## config.mk

```make
export PLATFORM = sky130hd
export DESIGN_NAME = cl_code_assigner
export DESIGN_NICKNAME = d
export VERILOG_FILES = /design/src/rtl/cl_code_assigner.sv
export SDC_FILE = /design/constraint.sdc
export NUM_CORES = 1
export LEC_CHECK = 0
export CAP_MARGIN = 10
export CORE_ASPECT_RATIO = 1.2
export CORE_MARGIN = 8
export CORE_UTILIZATION = 40
export CTS_CLUSTER_SIZE = 12
export DETAILED_ROUTE_END_ITERATION = 7
export SLEW_MARGIN = 5
export SYNTH_ARGS = -nofsm -noshare
export SYNTH_HDL_FRONTEND = slang
export SYNTH_SLANG_ARGS = --single-unit
export TNS_END_PERCENT = 20
```

## constraint.sdc

```tcl
create_clock -name clk -period 7 [get_ports clk]
set_input_delay 1.05 -clock clk [delete_from_list [all_inputs] [get_ports clk]]
set_output_delay 1.05 -clock clk [all_outputs]
set_load 0.02 [all_outputs]
```

## src/rtl/cl_code_assigner.sv

```systemverilog
// Canonical Huffman code assigner: histograms the code-length buffer, derives first codes per
// length, then streams (symbol, length, code) records. Optional Kraft check under CL_KRAFT_CHECK_EN.
module cl_code_assigner #(
  parameter int ADDR_W  = 9,
  parameter int MAX_LEN = 15
) (
  input  logic               clk,
  input  logic               rst,
  input  logic               start,
  input  logic [ADDR_W-1:0]  sym_num,
  output logic               buff_ren,
  output logic [ADDR_W-1:0]  buff_raddr,
  input  logic [4:0]         buff_rdata,
  output logic [ADDR_W-1:0]  out_sym,
  output logic [3:0]         out_len,
  output logic [MAX_LEN-1:0] out_code,
  output logic               out_vld,
  input  logic               out_rdy,
  output logic               busy,
  output logic               done,
  output logic               err
);

  localparam int CODE_W = MAX_LEN + 1;

  typedef enum logic [2:0] {IDLE, COUNT, NEXTCODE, ASSIGN, DONE} state_e;

  state_e              state_q, state_d;
  logic [ADDR_W-1:0]   symNum_q, symNum_d;
  logic [ADDR_W-1:0]   addr_q, addr_d;
  logic [ADDR_W-1:0]   retAddr_q;
  logic                rdVld_q;
  logic [ADDR_W-1:0]   blCount_q [16];
  logic [ADDR_W-1:0]   blCount_d [16];
  logic [CODE_W-1:0]   nextCode_q [16];
  logic [CODE_W-1:0]   nextCode_d [16];
  logic [CODE_W-1:0]   code_q, code_d;
  logic [CODE_W-1:0]   prevCount;
  logic [3:0]          bIdx_q, bIdx_d;
  logic                holdVld_q, holdVld_d;
  logic [ADDR_W-1:0]   holdSym_q, holdSym_d;
  logic [3:0]          holdLen_q, holdLen_d;
  logic [MAX_LEN-1:0]  holdCode_q, holdCode_d;
  logic [3:0]          inLen;
  logic                inLegal;
  logic                inRec;
  logic [MAX_LEN-1:0]  inCode;
  logic                rdEn;

  assign inLen   = buff_rdata[3:0];
  assign inLegal = rdVld_q && !buff_rdata[4] && (inLen != 4'd0);
  assign inRec   = inLegal && (state_q == ASSIGN);
  assign inCode  = nextCode_q[inLen][MAX_LEN-1:0];

  // A returning entry is presented straight away; it only lands in the hold register on a stall,
  // and a new read is issued only when the hold register will be free for its return.
  assign holdVld_d = (state_q == ASSIGN) && (holdVld_q || inRec) && !out_rdy;
  assign rdEn      = (addr_q < symNum_q) &&
                     ((state_q == COUNT) || ((state_q == ASSIGN) && !holdVld_d));

  assign buff_ren   = rdEn;
  assign buff_raddr = rdEn ? addr_q : '0;

  assign out_vld  = holdVld_q || inRec;
  assign out_sym  = holdVld_q ? holdSym_q  : (inRec ? retAddr_q : '0);
  assign out_len  = holdVld_q ? holdLen_q  : (inRec ? inLen     : '0);
  assign out_code = holdVld_q ? holdCode_q : (inRec ? inCode    : '0);

  assign busy = (state_q == COUNT) || (state_q == NEXTCODE) || (state_q == ASSIGN);
  assign done = (state_q == DONE);

  assign prevCount = (bIdx_q == 4'd1) ? '0 : CODE_W'(blCount_q[bIdx_q - 4'd1]);

  always_comb begin
    state_d    = state_q;
    symNum_d   = symNum_q;
    addr_d     = addr_q;
    blCount_d  = blCount_q;
    nextCode_d = nextCode_q;
    code_d     = code_q;
    bIdx_d     = bIdx_q;
    holdSym_d  = holdSym_q;
    holdLen_d  = holdLen_q;
    holdCode_d = holdCode_q;
    unique case (state_q)
      IDLE: begin
        if (start) begin
          symNum_d = sym_num;
          addr_d   = '0;
          for (int i = 0; i < 16; i++) blCount_d[i] = '0;
          state_d  = COUNT;
        end
      end
      COUNT: begin
        if (rdEn) addr_d = addr_q + ADDR_W'(1);
        if (inLegal) blCount_d[inLen] = blCount_q[inLen] + ADDR_W'(1);
        if (addr_q == symNum_q) begin
          state_d = NEXTCODE;
          bIdx_d  = 4'd1;
          code_d  = '0;
        end
      end
      NEXTCODE: begin
        code_d             = (code_q + prevCount) << 1;
        nextCode_d[bIdx_q] = code_d;
        bIdx_d             = bIdx_q + 4'd1;
        if (bIdx_q == 4'd15) begin
          state_d = ASSIGN;
          addr_d  = '0;
        end
      end
      ASSIGN: begin
        if (rdEn) addr_d = addr_q + ADDR_W'(1);
        if (inRec) begin
          nextCode_d[inLen] = nextCode_q[inLen] + CODE_W'(1);
          if (!out_rdy) begin
            holdSym_d  = retAddr_q;
            holdLen_d  = inLen;
            holdCode_d = inCode;
          end
        end
        if ((addr_q == symNum_q) && !holdVld_d) state_d = DONE;
      end
      DONE:    state_d = IDLE;
      default: state_d = IDLE;
    endcase
  end

  always_ff @(posedge clk) begin
    if (rst) begin
      state_q    <= IDLE;
      symNum_q   <= '0;
      addr_q     <= '0;
      retAddr_q  <= '0;
      rdVld_q    <= 1'b0;
      code_q     <= '0;
      bIdx_q     <= '0;
      holdVld_q  <= 1'b0;
      holdSym_q  <= '0;
      holdLen_q  <= '0;
      holdCode_q <= '0;
      for (int i = 0; i < 16; i++) begin
        blCount_q[i]  <= '0;
        nextCode_q[i] <= '0;
      end
    end else begin
      state_q    <= state_d;
      symNum_q   <= symNum_d;
      addr_q     <= addr_d;
      rdVld_q    <= rdEn;
      code_q     <= code_d;
      bIdx_q     <= bIdx_d;
      holdVld_q  <= holdVld_d;
      holdSym_q  <= holdSym_d;
      holdLen_q  <= holdLen_d;
      holdCode_q <= holdCode_d;
      if (rdEn) retAddr_q <= addr_q;
      blCount_q  <= blCount_d;
      nextCode_q <= nextCode_d;
    end
  end

`ifdef CL_KRAFT_CHECK_EN
  logic               errFlag_q, errFlag_d;
  logic signed [16:0] left_q, left_d, leftNext;

  // Remaining code space; going negative at any length means the tree is over-subscribed.
  assign leftNext = (left_q <<< 1) - $signed(17'(blCount_q[bIdx_q]));

  always_comb begin
    errFlag_d = errFlag_q;
    left_d    = left_q;
    case (state_q)
      IDLE: if (start) errFlag_d = 1'b0;
      COUNT: begin
        left_d = 17'sd1;
        if (rdVld_q && buff_rdata[4]) errFlag_d = 1'b1;
      end
      NEXTCODE: begin
        left_d = leftNext;
        if (leftNext[16]) errFlag_d = 1'b1;
      end
      default: ;
    endcase
  end

  always_ff @(posedge clk) begin
    if (rst) begin
      errFlag_q <= 1'b0;
      left_q    <= 17'sd1;
    end else begin
      errFlag_q <= errFlag_d;
      left_q    <= left_d;
    end
  end

  assign err = errFlag_q;
`else
  assign err = 1'b0;
`endif

endmodule

```

=== Word level (Yosys, flattened, before mapping) ===
Cells that the tools add are included.

* Register bits: 479
* Input port bits: 18
* Output and inout bits: 42
* Logic and storage cells: 148

* Add/sub/neg operators: 6
* Order comparisons: 6
* Equality and inequality tests: 14
* Multiplexer cells: 44
* Bitwise gates (word level): 4
* Reduce and logical (&&, ||, !) cells: 31

{| class="wikitable"
|+ Operators by type and width
! operator !! number
|-
| bitwise mux 256 bit || 2
|-
| case mux 256 bit (2 select lines) || 1
|-
| two-way mux 144 bit || 2
|-
| case mux 144 bit (2 select lines) || 1
|-
| two-way mux 256 bit || 1
|-
| bitwise mux 144 bit || 1
|-
| demux 16 bit (select 4 bit) || 2
|-
| two-way mux 9 bit || 12
|-
| binary-select mux 9 bit (select 4 bit) || 2
|-
| binary-select mux 16 bit (select 4 bit) || 1
|-
| two-way mux 16 bit || 4
|-
| two-way mux 15 bit || 3
|-
| demux 9 bit (select 4 bit) || 1
|-
| case mux 15 bit (2 select lines) || 1
|-
| case mux 9 bit (3 select lines) || 1
|-
| adder 9 x 1 -> 9 bit, second input constant || 2
|-
| adder 16 x 1 -> 16 bit, second input constant || 1
|-
| adder 15 x 9 -> 15 bit || 1
|-
| greater-or-equal comparator 5 bit, second input constant || 3
|-
| NOT 4 -> 5 bit || 3
|-
| two-way mux 3 bit || 4
|-
| two-way mux 4 bit || 3
|-
| case mux 3 bit (4 select lines) || 1
|-
| logical AND 1 bit || 10
|-
| 24 further kinds || 42
|}

=== Longest topological paths before layout ===
* Depth after elaboration: 13
* Gate-level depth with buffers: 22
* Depth with buffers taken out: 15

=== Least setup slack after synthesis ===
OpenSTA, ideal clock, no wires.

* Path type: register to register
* Start: register bIdx_q[0]
* End: register nextCode_q[190] (netlist bit)
* Setup time: 122 ps
* Arrival: 6029 ps
* Required time: 6878 ps
* Slack: 849 ps
* Stages on the path, launching flop included: 23
* Buffers on the path: 8
* Period minus slack after synthesis: 6151 ps
* Cells stage by stage: dfxtp_1 > clkbuf_1 > clkbuf_1 > buf_2 > buf_2 > inv_1 > ha_1 > clkbuf_1 > clkbuf_1 > clkbuf_1 > mux4_2 > mux2i_1 > a211oi_1 > ha_1 > fa_1 > a21oi_1 > o211ai_1 > o41a_1 > nand3_1 > xnor2_1 > clkbuf_1 > a22o_1 > a221o_1

* Cells in the longest elaborated chain, start to end: 9
* Elaborated cells between the ends (all ways): 16
* Classes of those cells: add/sub: 2; order compare: 2; eq/ne: 1; mux: 8; bitwise: 2; reduce/logical: 1

{| class="wikitable"
|+ RTL lines
! element !! RTL line !! source
|-
| start, declared || 39 || <nowiki>logic [3:0] bIdx_q, bIdx_d;</nowiki>
|-
| start signal, assigned || 152 || <nowiki>bIdx_q <= bIdx_d;</nowiki>
|-
| subtractor 4 x 1 -> 4 bit || 72 || <nowiki>assign prevCount = (bIdx_q == 4'd1) ? '0 : CODE_W'(blCount_q[bIdx_q - 4'd1]);</nowiki>
|-
| NOT 4 -> 5 bit (not written as such) || 72 ||
|-
| binary-select mux 9 bit (select 4 bit) || 72 ||
|-
| two-way mux 9 bit (not written as such) (2 in a row) || 72 ||
|-
| two-way mux 9 bit || 72 ||
|-
| adder 15 x 9 -> 15 bit || 104 || <nowiki>code_d = (code_q + prevCount) << 1;</nowiki>
|-
| bitwise mux 256 bit (*) || 105 || <nowiki>nextCode_d[bIdx_q] = code_d;</nowiki>
|-
| case mux 256 bit (2 select lines) (*) || 85 || <nowiki>unique case (state_q)</nowiki>
|-
| end signal, assigned || 159 || <nowiki>nextCode_q <= nextCode_d;</nowiki>
|-
| end, declared || 35 || <nowiki>logic [CODE_W-1:0] nextCode_q [16];</nowiki>
|}

Every way passes the cells marked *; elsewhere a longest branch is shown, timed or not. The select of a mux whose other input is x is not followed.
A chain may end at the register's enable or synchronous reset.

=== Worst setup path in the final report ===
* Start: register bIdx_q[1]
* End: register nextCode_q[124] (netlist bit)

Same word-level chain as after synthesis.

==> metrics <==
most used standard cells in the synthesized netlist sky130_fd_sc_hd__dfxtp_1, sky130_fd_sc_hd__nand2_1, sky130_fd_sc_hd__nor2_1; pin slew with the least headroom to its limit around 1200 ps; vias per inst around 6.5; post-route clock skew between 20 and 25 ps; deepest clock path buffer count 3; Leakage Power about 0.0088 uW; final standard cell utilization of the core 0.454; total wire length 86,900 um; via count of the first global-routing pass roughly 22,000; insertion delay to the later sink of the worst-skew pair 610 ps; hold buffer count at CTS 0; max capacitance violation total 0; power density relative to cell area about 230 mW/mm^2; cell types with the largest area share after synthesis sky130_fd_sc_hd__dfxtp_1, sky130_fd_sc_hd__mux4_2, sky130_fd_sc_hd__a22oi_1; Critical Path AT between 6000 and 7000 ps; CTS tree yes; startpoint type of the worst setup path flip-flop; setup slack at placement around 1500 ps; number of detailed-routing iterations run before antenna repair 8; Worst Hold Path Cells 2; number of enable flip-flop cells after synthesis 0; outcome completed; combinational share of power 0.124; root buffer cell sky130_fd_sc_hd__clkbuf_16; nets@finish about 2,700; Row Count between 90 and 100; number of register bits inferred by synthesis between 400 and 500; Int Pwr 4530 uW; number of buffers created by CTS 53; count of input and output buffers 58; buffers inserted during post-CTS setup optimization 0; GR Overflow Total 0; final cycle utilization of the critical path 0.783; critical path peak fanout 17; floorplan core area around 0.06 sq mm; number of distinct library cell variants in the gate-level netlist after synthesis just over 70; Final Critical Period ~5500 ps; Synth async-reset ratio 0; sequential share of the synthesized area 0.384; initial antenna violation count 1; worst-case vdd ir drop between 150 and 200 uV; global-route total usage across every layer 0.245; critical setup path kind reg -> reg; final routed DRC violation total 0; Yosys top cell area share 0.384; Non-Filler Cell Area, Final between 0.02 and 0.03 sq mm; count of routing violations after the opening detailed-route iteration just under 3,000; Fin Setup TNS 0 ps; Pins Over Slew Limit 0; Final Worst Setup Slack 1520 ps; global-route wire length before repair roughly 130,000 um; headroom to the max-slew limit 0.162; number of H-tree levels 2; RSZ-0062 raised after global routing no; most frequently used flop master after synthesis sky130_fd_sc_hd__dfxtp_1; switching share of power 0.277; share of final-layout standard cells stronger than drive strength 1 0.134; synthesized instance count 2,725; Seq pwr share 0.425; post-synthesis average cell area about 8.8 sq um; Final Hold Fails 0; cell with the most instances after synthesis sky130_fd_sc_hd__dfxtp_1; I/O pin cnt 60; count of clock tree sinks 461; Clk pwr share 0.451; switching power total between 1500 and 2000 uW; maximum number of pins on one net before global-route repair roughly 210; total via count after detailed routing about 23,000; Die Span X between 200 and 250 um; number of cells upsized or downsized after cts 0; Die Footprint around 0.07 sq mm; Vert. Die Dim between 200 and 300 um; timing-limited maximum frequency 183 MHz; number of cells traversed by the worst register-to-register path 14; DPL Wire Length 54,200 um; Post-Synthesis Cell Area ~0.024 sq mm; kind of end point of the critical path flip-flop; setup violation total in the final timing report 0; P&R area growth vs syn 12.2%; critical path data required time 7530 ps; synthesized netlist net count about 2,800; Hold Path Class reg -> reg; placed instance area roughly 0.025 sq mm; Final Wtd Congestion 0.877; post-synth top area cell sky130_fd_sc_hd__dfxtp_1; Clock transition at path regs 60 ps; WL per Instance 24.9 um; number of warnings reported in the yosys synthesis log 0; post-route ant nets 0; Initial Utilization 0.404
==> per-stage QoR <==
step / hold slack (ps) / cells / total power [uW]
after floorplan: 431 / 2725 / 3220
after global placement: 442 / 3389 / 3470
after detailed placement: 447 / 3389 / 3480
after CTS: 454 / 3485 / 6290
after global routing: 470 / 3486 / 6440
final: 453 / 3487 / 6270
==> final cells by class <==
type | instances | area, sq um
Multi-Input combinational cell | 1945 | 13600
Clock buffer | 81 | 1560
Fill cell | 5674 | 32500
Timing Repair Buffer | 150 | 1280
Clock inverter | 15 | 191
Antenna cell | 1 | 2.50
Sequential cell | 461 | 9230
Inverter | 34 | 129
Tap cell | 800 | 1000
==> worst paths after layout <==
check / startpoint / endpoint / slack [ps]
setup / recovery: bIdx_q[1] / nextCode_q[124] / 1520
hold / removal: holdSym_q[8] / holdSym_q[8] / 450
setup reg to reg: bIdx_q[1] / nextCode_q[124] / 1520
hold reg to reg: holdSym_q[8] / holdSym_q[8] / 450
==> flip-flops by register name (all words and copies together), names as in the netlist, 9 cells and up <==
signal	flops
nextCode_q	240
blCount_q	144
holdCode_q	15
code_q	13
addr_q	9
holdSym_q	9
retAddr_q	9
symNum_q	9
==> power by group through the flow <==
stage | combinational (uW) | clock (uW) | sequential (uW)
6_report | 779 | 2820 | 2660
5_1_grt | 814 | 2960 | 2670
4_1_cts | 764 | 2860 | 2660
3_5_place_dp | 762 | 0 | 2720
3_3_place_gp | 753 | 0 | 2720
2_1_floorplan | 510 | 0 | 2710
==> worst max-delay path, cell delays in order, from the launching register on <==
cell and delay (ps):
sky130_fd_sc_hd__dfxtp_1 430, sky130_fd_sc_hd__inv_1 90, sky130_fd_sc_hd__ha_1 880, sky130_fd_sc_hd__buf_4 380, sky130_fd_sc_hd__mux4_2 330, sky130_fd_sc_hd__a211oi_1 430
sky130_fd_sc_hd__a211oi_1 190, sky130_fd_sc_hd__ha_1 420, sky130_fd_sc_hd__nand3_1 90, sky130_fd_sc_hd__o211ai_1 230, sky130_fd_sc_hd__o41a_1 360, sky130_fd_sc_hd__nand3_1 180
sky130_fd_sc_hd__xnor2_2 910, sky130_fd_sc_hd__a22oi_1 260, sky130_fd_sc_hd__a21oi_1 190
==> layout by cell type, fill, tap and decap left out, types with 89 or more instances in the layout <==
master / instances
sky130_fd_sc_hd__dfxtp_1: 460
sky130_fd_sc_hd__a31oi_1: 96
sky130_fd_sc_hd__buf_4: 91
sky130_fd_sc_hd__a21oi_1: 235
sky130_fd_sc_hd__a22oi_1: 174
sky130_fd_sc_hd__o21ai_0: 204
sky130_fd_sc_hd__nand3_1: 89
sky130_fd_sc_hd__nand2_1: 297
sky130_fd_sc_hd__mux4_2: 135
sky130_fd_sc_hd__nor2_1: 245
==> logic make-up (layout without fill, tap and decap cells) <==
kind of cell	count (synthesis)	after routing	share of synthesized area
mux	175	175	0.151
flops	461	461	0.384
buf+inv	319	280	0.0564
other cells	1	2	0.000156
simple gates	857	857	0.163
fa+ha+maj	25	25	0.0133
compound gates	862	862	0.223
xor+xnor	25	25	0.00910
==> layer usage <==
layer  up-vias  wire [um]  track usage
li1       9970          -            -
met1     11000      33500        0.309
met2      1312      39800        0.386
met3       331       8200       0.0451
met4         0       5410        0.144
met5         -          0            0
Power figures use the tool's default switching activity.
